**src/rtl/jtag_master.sv**
```systemverilog
// -----------------------------------------------------------------------------
// jtag_master
//   JTAG initiator. Turns single-beat requests (TAP reset, idle cycles, IR shift,
//   DR shift) into TCK/TMS/TDI sequences and captures TDO. The TAP is always
//   left in Run-Test/Idle between requests.
//
//   Optional feature (macro JTAG_MASTER_NTRST_EN): the reset sequence is preceded
//   by 4 TCK periods with nTRST asserted. When undefined, jtag__ntrst is tied high.
//
// Parameters
//   DATA_WIDTH : maximum shift length in bits (<= 63, lengths are 6-bit)
//   TCK_HALF   : clk cycles per TCK half-period (>= 1)
//
// Ports
//   clk, reset            : system clock, synchronous active-high reset
//   req_valid/req_ready   : request handshake (ready only while idle)
//   req_action            : 0=TAP reset, 1=idle cycles, 2=shift IR, 3=shift DR
//   req_length            : bits to shift / idle TCK periods (0 treated as 1)
//   req_data              : TDI data, bit 0 shifted first
//   resp_valid/resp_data  : one-cycle completion pulse, captured TDO
//   jtag__tck/tms/tdi/ntrst : JTAG pins driven towards the TAP
//   tdo                   : TDO from the TAP
// -----------------------------------------------------------------------------
module jtag_master #(
  parameter int DATA_WIDTH = 50,
  parameter int TCK_HALF   = 2
) (
  input  logic                  clk,
  input  logic                  reset,
  input  logic                  req_valid,
  output logic                  req_ready,
  input  logic [1:0]            req_action,
  input  logic [5:0]            req_length,
  input  logic [DATA_WIDTH-1:0] req_data,
  output logic                  resp_valid,
  output logic [DATA_WIDTH-1:0] resp_data,
  output logic                  jtag__tck,
  output logic                  jtag__tms,
  output logic                  jtag__tdi,
  output logic                  jtag__ntrst,
  input  logic                  tdo
);

  localparam int             PH_W     = $clog2(2 * TCK_HALF);
  localparam logic [PH_W-1:0] PH_RISE = PH_W'(TCK_HALF - 1);      // last low-phase cycle
  localparam logic [PH_W-1:0] PH_LAST = PH_W'(2 * TCK_HALF - 1);  // last cycle of a period
  localparam logic [5:0]     LEN_MAX  = 6'(DATA_WIDTH);

`ifdef JTAG_MASTER_NTRST_EN
  // 4 nTRST periods followed by 5 TMS=1 periods; DONE supplies the final TMS=0.
  localparam logic [5:0] NTRST_PERIODS = 6'd4;
  localparam logic [5:0] RST_LAST      = 6'd8;
`else
  localparam logic [5:0] RST_LAST      = 6'd4;
`endif

  typedef enum logic [2:0] {
    RESET_SEQ, IDLE, PREAMBLE, SHIFT, POSTAMBLE, IDLE_CYC, DONE
  } state_t;

  state_t                  state_q, state_d;
  logic [PH_W-1:0]         ph_q;       // clk cycle within the current TCK period
  logic [5:0]              cnt_q;      // TCK period index within the current state
  logic                    is_ir_q;
  logic [5:0]              len_q;
  logic [DATA_WIDTH-1:0]   data_q;
  logic [DATA_WIDTH-1:0]   cap_q;
  logic                    resp_en_q;  // low for the automatic post-reset sequence
  logic                    resp_valid_q;
  logic [DATA_WIDTH-1:0]   resp_data_q;

  logic       accept;
  logic       period_end;
  logic [5:0] len_nz;
  logic [5:0] req_n;

  assign accept     = req_valid && (state_q == IDLE);
  assign period_end = (state_q != IDLE) && (ph_q == PH_LAST);

  // Effective length: zero means one; shift lengths clamp to the data width.
  always_comb begin
    len_nz = (req_length == 6'd0) ? 6'd1 : req_length;
    req_n  = len_nz;
    if (req_action[1] && (len_nz > LEN_MAX)) req_n = LEN_MAX;
  end

  // ---------------------------------------------------------------------------
  // State register
  // ---------------------------------------------------------------------------
  // NOTE: sequential state uses non-blocking assignments so every register
  // samples the pre-edge values of its inputs, independent of block ordering.
  always_ff @(posedge clk) begin
    if (reset) begin
      state_q <= RESET_SEQ;
      ph_q    <= '0;
      cnt_q   <= '0;
    end else begin
      state_q <= state_d;
      ph_q    <= (state_q == IDLE || period_end) ? '0 : ph_q + 1'b1;
      if (state_d != state_q) cnt_q <= '0;
      else if (period_end)    cnt_q <= cnt_q + 6'd1;
    end
  end

  // ---------------------------------------------------------------------------
  // Next-state logic
  // ---------------------------------------------------------------------------
  // NOTE: combinational blocks assign every output a default first, so no path
  // leaves a variable unassigned and no latch is inferred.
  always_comb begin
    state_d = state_q;
    unique case (state_q)
      RESET_SEQ: if (period_end && cnt_q == RST_LAST) state_d = DONE;
      IDLE: begin
        if (req_valid) begin
          unique case (req_action)
            2'd0:    state_d = RESET_SEQ;
            2'd1:    state_d = (req_n == 6'd1) ? DONE : IDLE_CYC;
            default: state_d = PREAMBLE;
          endcase
        end
      end
      IDLE_CYC:  if (period_end && cnt_q == len_q - 6'd2) state_d = DONE;
      PREAMBLE:  if (period_end && cnt_q == (is_ir_q ? 6'd3 : 6'd2)) state_d = SHIFT;
      SHIFT:     if (period_end && cnt_q == len_q - 6'd1) state_d = POSTAMBLE;
      POSTAMBLE: if (period_end) state_d = DONE;
      DONE:      if (period_end) state_d = IDLE;
      default:   state_d = RESET_SEQ;
    endcase
  end

  // ---------------------------------------------------------------------------
  // Outputs: pins are decoded from registered state only.
  // ---------------------------------------------------------------------------
  always_comb begin
    req_ready = (state_q == IDLE);
    jtag__tck = (state_q != IDLE) && (ph_q > PH_RISE);
    jtag__tms = 1'b0;
    jtag__tdi = 1'b0;
    unique case (state_q)
      RESET_SEQ: jtag__tms = 1'b1;
      // IR: Select-DR, Select-IR, Capture-IR, Shift-IR. DR: Select-DR, Capture-DR, Shift-DR.
      PREAMBLE:  jtag__tms = is_ir_q ? (cnt_q < 6'd2) : (cnt_q == 6'd0);
      SHIFT: begin
        jtag__tms = (cnt_q == len_q - 6'd1);  // Exit1 on the last bit
        jtag__tdi = data_q[cnt_q];
      end
      POSTAMBLE: jtag__tms = 1'b1;            // Update
      default:   jtag__tms = 1'b0;            // Run-Test/Idle
    endcase
`ifdef JTAG_MASTER_NTRST_EN
    // Held high while reset is asserted; asserted for the first periods of the sequence.
    jtag__ntrst = !(!reset && state_q == RESET_SEQ && cnt_q < NTRST_PERIODS);
`else
    jtag__ntrst = 1'b1;
`endif
  end

  // ---------------------------------------------------------------------------
  // Request datapath
  // ---------------------------------------------------------------------------
  // NOTE: these registers are always loaded on accept before they are used, so
  // they carry no reset; only control and visible outputs are reset.
  always_ff @(posedge clk) begin
    if (accept) begin
      is_ir_q <= (req_action == 2'd2);
      len_q   <= req_n;
      data_q  <= req_data;
      cap_q   <= '0;
    end else if (state_q == SHIFT && ph_q == PH_RISE) begin
      cap_q[cnt_q] <= tdo;  // sampled on the edge where TCK rises
    end
  end

  always_ff @(posedge clk) begin
    if (reset) begin
      resp_en_q    <= 1'b0;
      resp_valid_q <= 1'b0;
      resp_data_q  <= '0;
    end else begin
      resp_valid_q <= 1'b0;
      if (accept) begin
        resp_en_q <= 1'b1;
      end else if (state_q == DONE && period_end) begin
        resp_en_q    <= 1'b0;
        resp_valid_q <= resp_en_q;
        if (resp_en_q) resp_data_q <= cap_q;
      end
    end
  end

  assign resp_valid = resp_valid_q;
  assign resp_data  = resp_data_q;

endmodule

```
**config.mk**
```make
export PLATFORM = sky130hd
export DESIGN_NAME = jtag_master
export DESIGN_NICKNAME = d
export VERILOG_FILES = /design/src/rtl/jtag_master.sv
export SDC_FILE = /design/constraint.sdc
export NUM_CORES = 1
export LEC_CHECK = 0
export ABC_CLOCK_PERIOD_IN_PS = 3400
export CAP_MARGIN = 20
export CORE_MARGIN = 2
export CORE_UTILIZATION = 53
export DETAILED_ROUTE_END_ITERATION = 10
export PLACE_DENSITY = 0.75
export SLEW_MARGIN = 30
export SYNTH_ARGS = -nofsm -noshare
export SYNTH_HDL_FRONTEND = slang
export SYNTH_SLANG_ARGS = --single-unit
```
**constraint.sdc**
```tcl
create_clock -name clk -period 3.4 [get_ports clk]
set_input_delay 0.34 -clock clk [delete_from_list [all_inputs] [get_ports clk]]
set_output_delay 0.34 -clock clk [all_outputs]
set_load 0.01 [all_outputs]
```
==> results of run 1 <==
[cells by family after synthesis]
| family | synth area share, % |
|---|---|
| AOI/OAI and AO/OA | 14.2 |
| muxes | 2.81 |
| other | 0.0519 |
| and+or+nand+nor | 20.8 |
| buffers and inverters | 4.14 |
| xor gates and xnor gates | 1.82 |
| adders and majority gates | 1.21 |
| DFF | 55.0 |
[Yosys cell counts, types with 3 or more instances]
library cell and n:
a31oi_1 9, and2_1 4, nand4_1 24, nor3_1 8, or2_2 3, nor4_1 4, o21ai_0 34, nor2_1 30
xnor2_1 3, nand2b_1 9, mux2i_1 9, a221oi_1 4, nand3_1 32, inv_1 8, xor2_1 12, o31ai_1 3
clkbuf_1 50, ha_1 7, dfxtp_1 113, nor2b_1 10, nand2_1 182, nand3b_1 6, a21oi_1 112, buf_2 6
nor3b_1 3, mux4_2 4, buf_1 5, edfxtp_1 57
[critical path, cell delays in order, from the launching register on]
cell and delay (ps):
dfxtp_1 470, or3_1 540, or4_4 540, o22a_1 200, o21ai_0 100, clkdlybuf4s50_1 580
[per-stage QoR]
stage               area (um2)  utilization [%]  power (mW)  cells  hold slack [ps]
floorplan                 7220                -        2.36    789              428
global route              9130             68.7        4.52   1070              458
CTS                       9120             68.6        4.40   1070              453
detailed placement        8520             64.1        2.48   1038              447
finish                    9130             68.7        4.38   1070              453
global placement          8520             64.1        2.47   1038              441
[state kept, by name, indices dropped and copies added (netlist names)]
| name | flops |
|---|---|
| data_q | 50 |
| ph_q | 2 |
| resp_valid | 1 |
| state_q | 3 |
| cnt_q | 6 |
| resp_data | 50 |
| is_ir_q | 1 |
| cap_q | 50 |
| len_q | 6 |
| resp_en_q | 1 |
[cell type report]
class                           instances  area share (%)
Sequential cell                       170            43.5
Multi-Input combinational cell        545            32.7
Timing Repair Buffer                  138            14.5
Clock buffer                           19            5.21
Tap cell                              176            2.41
Clock inverter                         13            1.36
Inverter                                9           0.370
[repair_timing]
item,CTS,global route
endpoints found under the hold margin,0,0
endpoints found under the setup margin,0,2
hold buffers,0,0
gates resized for setup,0,4
[metal layers]
metal,share of wire [%],wire length [um],global-route usage (%)
met1,45,7710,31.8
met2,49,8390,40.5
met5,0,0,0
met4,1.4,239,8.14
met3,5.2,897,5.33
[placed cells by master, fill, tap and decap left out, types with 8 or more instances in the layout]
cell / count
nand2_1: 182
edfxtp_1: 57
clkbuf_16: 19
nor2_1: 29
xor2_1: 12
mux2i_1: 9
nor2b_1: 10
nand3_1: 32
o21ai_0: 34
clkdlybuf4s50_1: 115
inv_1: 8
a21oi_1: 112
buf_4: 22
dfxtp_1: 112
nand2b_1: 9
nand4_1: 24
nor3_1: 8
a31oi_1: 9
[path summary, 6_finish.rpt]
path / to / slack (ps) / depth (start not counted)
worst max-delay path: jtag__tms / 200 / 5
worst min-delay path: resp_data[2] / 450 / 2
worst max register to register: cnt_q[0] / 750 / 6
worst min register to register: resp_data[2] / 450 / 2
[power groups by stage]
stage               registers (mW)  clock network (mW)  logic, mW
floorplan                     2.23                   0      0.133
global placement              2.25                   0      0.223
detailed placement            2.25                   0      0.233
CTS                           2.20                1.96      0.234
global route                  2.21                2.04      0.261
finish                        2.20                1.94      0.235
==> impl_metrics.env, run 1 <==
export IMPL_hold_viol_final=0
export IMPL_die_area_mm2=0.0146
export IMPL_ir_drop_mv=0.348
export IMPL_combPwrFrac_pct=5.4
export IMPL_skew_ps=8.09
export IMPL_powerDensity_mw_per_mm2=479
export IMPL_hold_start="resp_data[2]"
export IMPL_yosys_warnings=0
export IMPL_drc=0
export IMPL_power_switching_uw=975
export IMPL_clockPowerShare_pct=44.3
export IMPL_core_area_mm2=0.0133
export IMPL_chipHeight_um=121
export IMPL_grtUsageTotal_pct=24.4
export IMPL_clk_latency_ps=420
export IMPL_place_gp_congestion=0.853
export IMPL_numCtsBuffers=17
export IMPL_fin_crit_sh_pct=94.1
export IMPL_antenna_found_initial=0
export IMPL_synth_async_reset_ratio_pct=0
export IMPL_postSynthAreaPerCell_um2=9.15
export IMPL_synth_top_area_share_pct=31.3
export IMPL_relSlewSlack_pct=50.1
export IMPL_required_ps=3060
export IMPL_die_x_um=121
export IMPL_syn_cell_area_mm2=0.00722
export IMPL_crit_start="cnt_q[3]"
export IMPL_io_buffers=116
export IMPL_fillers=1021
export IMPL_syn_inst=789
export IMPL_ys_seq_area_share_pct=55.0
export IMPL_ys_top_cells_by_area="dfxtp_1, edfxtp_1, nand2_1"
export IMPL_intPower_mw=3.40
export IMPL_gr_total_overflow=0
export IMPL_setup_slack_ps=200
export IMPL_critical_path_max_fanout=17
export IMPL_setup_viol=0
export IMPL_finalNetCount=950
export IMPL_cts_tree="built"
export IMPL_pwr_share_seq_pct=50.4
export IMPL_cts_setup_buffers=0
export IMPL_arrival_ps=2860
export IMPL_setup_tns_ps=0
export IMPL_drv_cap=0
export IMPL_drtAntennaViolNets=0
export IMPL_viasPerCell=5.62
export IMPL_start_kind="register"
export IMPL_initial_core_util_pct=54.3
export IMPL_drtPass1Iterations=5
export IMPL_post_place_ws_ps=527
export IMPL_rsz0062_at_grt="false"
export IMPL_antenna_cells=0
export IMPL_dp_hpwl_mm=12.1
export IMPL_wl_per_cell_um=16.1
export IMPL_grt_max_degree=59
export IMPL_worst_slew_pin_slew_ps=743
export IMPL_clock_sinks=170
export IMPL_fmax_mhz=313
export IMPL_area_growth_syn_to_layout_pct=26.4
export IMPL_maxSlewViolCount=0
export IMPL_drt_iter0_drc=535
export IMPL_min_period_ps=3200
export IMPL_status="completed"
export IMPL_yosysUniqueCellTypes=57
export IMPL_critPathKind="register to primary output"
export IMPL_ys_flop_type="dfxtp_1"
export IMPL_grt_pass1_vias=5751
export IMPL_clock_path_buffers=2
export IMPL_rr_startpoint="state_q[2]"
export IMPL_synthesis_nets=858
export IMPL_cts_clk_slew_worst_paths_ps=70
export IMPL_leakage_nw=3.21
export IMPL_synth_edf_count=57
export IMPL_cts_max_level=4
export IMPL_via_count=6012
export IMPL_drive_gt1_share_pct=8.28
export IMPL_io_pins=118
export IMPL_endpoint_kind="primary output"
export IMPL_clock_tree_root_cell="clkbuf_16"
export IMPL_switching_share_pct=22.3
export IMPL_routed_wl_mm=17.2
export IMPL_hold_class="register to register"
export IMPL_rows=42
export IMPL_multi_input_area_mm2=0.00298
export IMPL_grt_pass1_wl_mm=28.1
export IMPL_register_area_mm2=0.00398
export IMPL_synth_top_area_cell="dfxtp_1"
export IMPL_synth_seq_cells=170
(Power assumes the default switching activity.)
==> run 2: changes to the inputs <==
CORE_MARGIN = 8   (was 2)
CORE_UTILIZATION = 50   (was 53)
PLACE_DENSITY = 0.71   (was 0.75)
==> impl_metrics.env, run 2 (same netlist as run 1, synthesis figures left out) <==
export IMPL_gr_total_overflow=0
export IMPL_powerDensity_mw_per_mm2=478
export IMPL_skew_ps=7.89
export IMPL_chipHeight_um=136
export IMPL_most_common_layout_cells="nand2_1, clkdlybuf4s50_1, a21oi_1"
export IMPL_min_period_ps=3200
export IMPL_status="completed"
export IMPL_critPathKind="register to primary output"
export IMPL_wl_per_cell_um=16.6
export IMPL_relSlewSlack_pct=54.7
export IMPL_register_area_mm2=0.00398
export IMPL_clock_sinks=170
export IMPL_rows=44
export IMPL_critPathBufInv=1
export IMPL_cp_slowest_cell="clkdlybuf4s50_1"
export IMPL_viasPerCell=5.58
export IMPL_crit_start="cnt_q[3]"
export IMPL_cts_clk_slew_worst_paths_ps=60
export IMPL_hold_start="cap_q[15]"
export IMPL_hold_viol_final=0
export IMPL_critical_path_max_fanout=17
export IMPL_arrival_ps=2860
export IMPL_finalNetCount=949
export IMPL_crit_cells=5
export IMPL_via_count=6013
export IMPL_routed_wl_mm=17.9
export IMPL_setup_tns_ps=0
export IMPL_fillers=1178
export IMPL_r2r_cells=6
export IMPL_die_x_um=136
export IMPL_mostFrequentLayoutCell="nand2_1"
export IMPL_antenna_found_initial=0
export IMPL_io_pins=118
export IMPL_placed_area_mm2=0.00852
export IMPL_drtPass1Iterations=5
export IMPL_required_ps=3060
export IMPL_post_place_ws_ps=462
export IMPL_dp_hpwl_mm=12.8
export IMPL_antenna_cells=0
export IMPL_initial_core_util_pct=50.5
export IMPL_ir_drop_mv=0.345
export IMPL_drt_iter0_drc=447
export IMPL_grt_pass1_wl_mm=29.1
export IMPL_drv_cap=0
export IMPL_multi_input_area_mm2=0.00298
export IMPL_setup_viol=0
export IMPL_io_buffers=116
export IMPL_hold_class="register to register"
export IMPL_maxSlewViolCount=0
export IMPL_drtAntennaViolNets=0
export IMPL_fin_crit_sh_pct=94.1
export IMPL_rr_startpoint="state_q[2]"
export IMPL_drive_gt1_share_pct=8.40
export IMPL_setup_slack_ps=201
export IMPL_fmax_mhz=313
export IMPL_die_area_mm2=0.0185
export IMPL_critical_path_top_delay_family="simple AND/OR/NAND/NOR gates"
export IMPL_grt_max_degree=58
export IMPL_rsz0062_at_grt="false"
export IMPL_final_area_mm2=0.00913
export IMPL_clock_path_buffers=2
export IMPL_grtUsageTotal_pct=19.6
export IMPL_place_gp_congestion=0.849
export IMPL_endpoint_kind="primary output"
export IMPL_drc=0
export IMPL_area_growth_syn_to_layout_pct=26.4
export IMPL_leakage_nw=3.20
export IMPL_cts_max_level=4
export IMPL_cts_tree="built"
export IMPL_grt_pass1_vias=5835
export IMPL_cp_slowest_stage_delay_ps=570
export IMPL_clk_latency_ps=430
export IMPL_worstHoldPathCells=2
export IMPL_core_area_mm2=0.0143
export IMPL_numCtsBuffers=17
export IMPL_worst_slew_pin_slew_ps=680
export IMPL_clock_tree_root_cell="clkbuf_16"
export IMPL_start_kind="register"
export IMPL_path_cells="or3_1 -> or4_4 -> o22a_1 -> o21ai_0 -> clkdlybuf4s50_1"
export IMPL_cts_setup_buffers=0
-- run 2: worst paths after layout --
check | to | slack (ps)
worst max-delay path | jtag__tms | 200
worst max register to register | cnt_q[3] | 730
worst min register to register | resp_data[15] | 450
worst min-delay path | resp_data[15] | 450
-- run 2: per-layer routing --
layer  vias to the layer above  track usage (%)  routed length (um)
met2                       197             31.8                8820
met4                         0             8.36                 360
met5                         -                0                   0
li1                       2940                -                   -
met1                      2846             24.3                7610
met3                        30             4.92                1080
-- run 2: worst min-delay path, delay by kind of cell (launching register included) --
family / cells / cell delay, ps
flops: 1 / 310
simple gates: 1 / 50
compound gates: 1 / 50
-- run 2: cell type report --
class                           instances  area share, %
Inverter                                9          0.370
Multi-Input combinational cell        545           32.6
Timing Repair Buffer                  137           14.4
Tap cell                              184           2.52
Sequential cell                       170           43.6
Clock inverter                         11           1.15
Clock buffer                           21           5.40
-- run 2: repair_timing --
item	4_1_cts	5_1_grt
setup endpoints to repair	1	2
pin swaps	0	0
gates resized for setup	1	5
hold buffers	0	0
-- run 2: where the power goes --
group | internal, mW | total [mW] | switching, mW
Clock | 1.12 | 1.92 | 0.800
Combinational | 0.130 | 0.231 | 0.101
Sequential | 2.16 | 2.21 | 0.0461
Total | 3.41 | 4.36 | 0.947
-- run 2: stage by stage --
step / hold slack, ps / std cells / power, mW / util (%)
final: 454 / 1077 / 4.36 / 63.8
after floorplan: 428 / 789 / 2.36 / -
after global placement: 444 / 1045 / 2.47 / 59.5
after detailed placement: 445 / 1045 / 2.48 / 59.5
after CTS: 451 / 1077 / 4.38 / 63.7
after global routing: 450 / 1077 / 4.51 / 63.8
==> run 3: changes to the inputs <==
ABC_CLOCK_PERIOD_IN_PS = 3000   (was 3400)
clock period = 3 ns   (was 3.4 ns; I/O delays follow)
==> impl_metrics.env, run 3 (same netlist as run 1, synthesis figures left out) <==
export IMPL_path_cells="inv_1 -> ha_1 -> a21boi_2 -> nand3_1 -> a211oi_2 -> nand2_1 -> o21ai_0 -> dlygate4sd2_1"
export IMPL_gr_total_overflow=0
export IMPL_io_buffers=116
export IMPL_setup_viol=0
export IMPL_min_to="cnt_q[4]"
export IMPL_mostFrequentLayoutCell="nand2_1"
export IMPL_place_inst=1053
export IMPL_numCtsBuffers=17
export IMPL_clock_path_buffers=2
export IMPL_status="completed"
export IMPL_hold_start="reset"
export IMPL_setup_tns_ps=0
export IMPL_routed_wl_mm=17.7
export IMPL_whs_ps=423
export IMPL_critical_path_max_fanout=4
export IMPL_initial_core_util_pct=50.5
export IMPL_clk_latency_ps=420
export IMPL_dp_hpwl_mm=12.8
export IMPL_rrSetupSlack_ps=540
export IMPL_rows=44
export IMPL_antenna_found_initial=0
export IMPL_critPathKind="register to primary output"
export IMPL_min_period_ps=2680
export IMPL_cts_clk_slew_worst_paths_ps=60
export IMPL_worstHoldPathCells=5
export IMPL_hold_viol_final=0
export IMPL_die_area_mm2=0.0185
export IMPL_cp_slowest_cell="edfxtp_1"
export IMPL_core_area_mm2=0.0143
export IMPL_fin_crit_sh_pct=89.2
export IMPL_required_ps=2700
export IMPL_drive_gt1_share_pct=9.35
export IMPL_r2r_cells=6
export IMPL_finalNetCount=957
export IMPL_maxSlewViolCount=0
export IMPL_endpoint_kind="primary output"
export IMPL_ir_drop_mv=0.367
export IMPL_hold_class="primary input to register"
export IMPL_drtAntennaViolNets=0
export IMPL_clock_sinks=170
export IMPL_grt_pass1_wl_mm=28.7
export IMPL_area_growth_syn_to_layout_pct=27.1
export IMPL_antenna_cells=0
export IMPL_grt_max_degree=58
export IMPL_clock_tree_root_cell="clkbuf_16"
export IMPL_die_x_um=136
export IMPL_wl_per_cell_um=16.4
export IMPL_r2r_end="cnt_q[0]"
export IMPL_drv_cap=0
export IMPL_fin_cells=1082
export IMPL_crit_start="len_q[1]"
export IMPL_io_pins=118
export IMPL_viasPerCell=5.53
export IMPL_cp_slowest_stage_delay_ps=420
export IMPL_powerDensity_mw_per_mm2=535
export IMPL_place_gp_congestion=0.834
export IMPL_grt_pass1_vias=5919
export IMPL_start_kind="register"
export IMPL_cts_tree="built"
export IMPL_relSlewSlack_pct=54.3
export IMPL_cts_max_level=4
export IMPL_via_count=5988
export IMPL_fmax_mhz=374
export IMPL_chipHeight_um=136
export IMPL_drtPass1Iterations=8
export IMPL_most_common_layout_cells="nand2_1, clkdlybuf4s50_1, a21oi_1"
export IMPL_leakage_nw=3.26
export IMPL_rsz0062_at_grt="false"
export IMPL_drt_iter0_drc=358
export IMPL_drc=0
export IMPL_rr_startpoint="state_q[1]"
export IMPL_skew_ps=9.03
export IMPL_arrival_ps=2380
export IMPL_worst_slew_pin_slew_ps=685
export IMPL_grtUsageTotal_pct=19.5
run 3: changes by cell type in the layout (fill, tap and decap cells not counted), sizes merged:
cell	delta
buf	+8
clkbuf	+3
clkinv	-3
clkdlybuf4s50	-2
inv	-2
clkinvlp	-1
dlygate4sd2	+1
dlymetal6s2s	+1
run 3: worst max-delay path: cells and delay by family, from the launching register on:
kind            cells  cell delay (ps)
flops               1              420
simple gates        2              210
fa+ha+maj           1              220
compound gates      3              700
buf+inv             2              430
run 3: worst max-delay path by stage:
stage | to | slack, ps | cells past startpoint
6_report | jtag__tms | 320 | 8
5_1_grt | jtag__tms | 120 | 8
4_1_cts | jtag__tdi | 60 | 6
3_5_place_dp | jtag__tms | 140 | 8
3_3_place_gp | jtag__tms | 190 | 8
2_1_floorplan | data_q[0] | 70 | 3
run 3: where the power goes:
group	total [mW]	internal [mW]	switching, mW
combinational	0.280	0.152	0.128
sequential	2.49	2.45	0.0407
clock	2.14	1.29	0.845
run 3: final cells by class:
class	count	area (um2)
clock inverters	5	56.3
fillers	1186	5130
multi-input cells	545	2980
inverters	9	35.0
repair buffers	145	1380
clock buffers	24	524
flip-flops and latches	170	3980
well taps	184	230
run 3: timing repair:
item | 4_1_cts | 5_1_grt
hold buffers | 0 | 0
endpoints found under the setup margin | 2 | 1
pin swaps | 1 | 0
resized for setup | 9 | 2
setup buffers | 0 | 0
run 3: metrics by stage:
| step | util [%] | instance area [um2] | power, mW | worst slack [ps] |
|---|---|---|---|---|
| 6_report | 64.2 | 9180 | 4.91 | 323 |
| 5_1_grt | 64.2 | 9180 | 5.08 | 123 |
| 4_1_cts | 64.1 | 9180 | 4.94 | 62.6 |
| 3_5_place_dp | 60.0 | 8580 | 2.82 | 144 |
| 3_3_place_gp | 60.0 | 8580 | 2.80 | 185 |
| 2_1_floorplan | - | 7230 | 2.68 | 71.6 |
run 3: layer usage:
layer / wire, um / vias up / GRT usage [%]
met3: 1310 / 27 / 6.10
met2: 8720 / 214 / 32.4
li1: - / 2956 / -
met5: 0 / - / 0
met1: 7350 / 2791 / 23.3
met4: 321 / 0 / 6.59
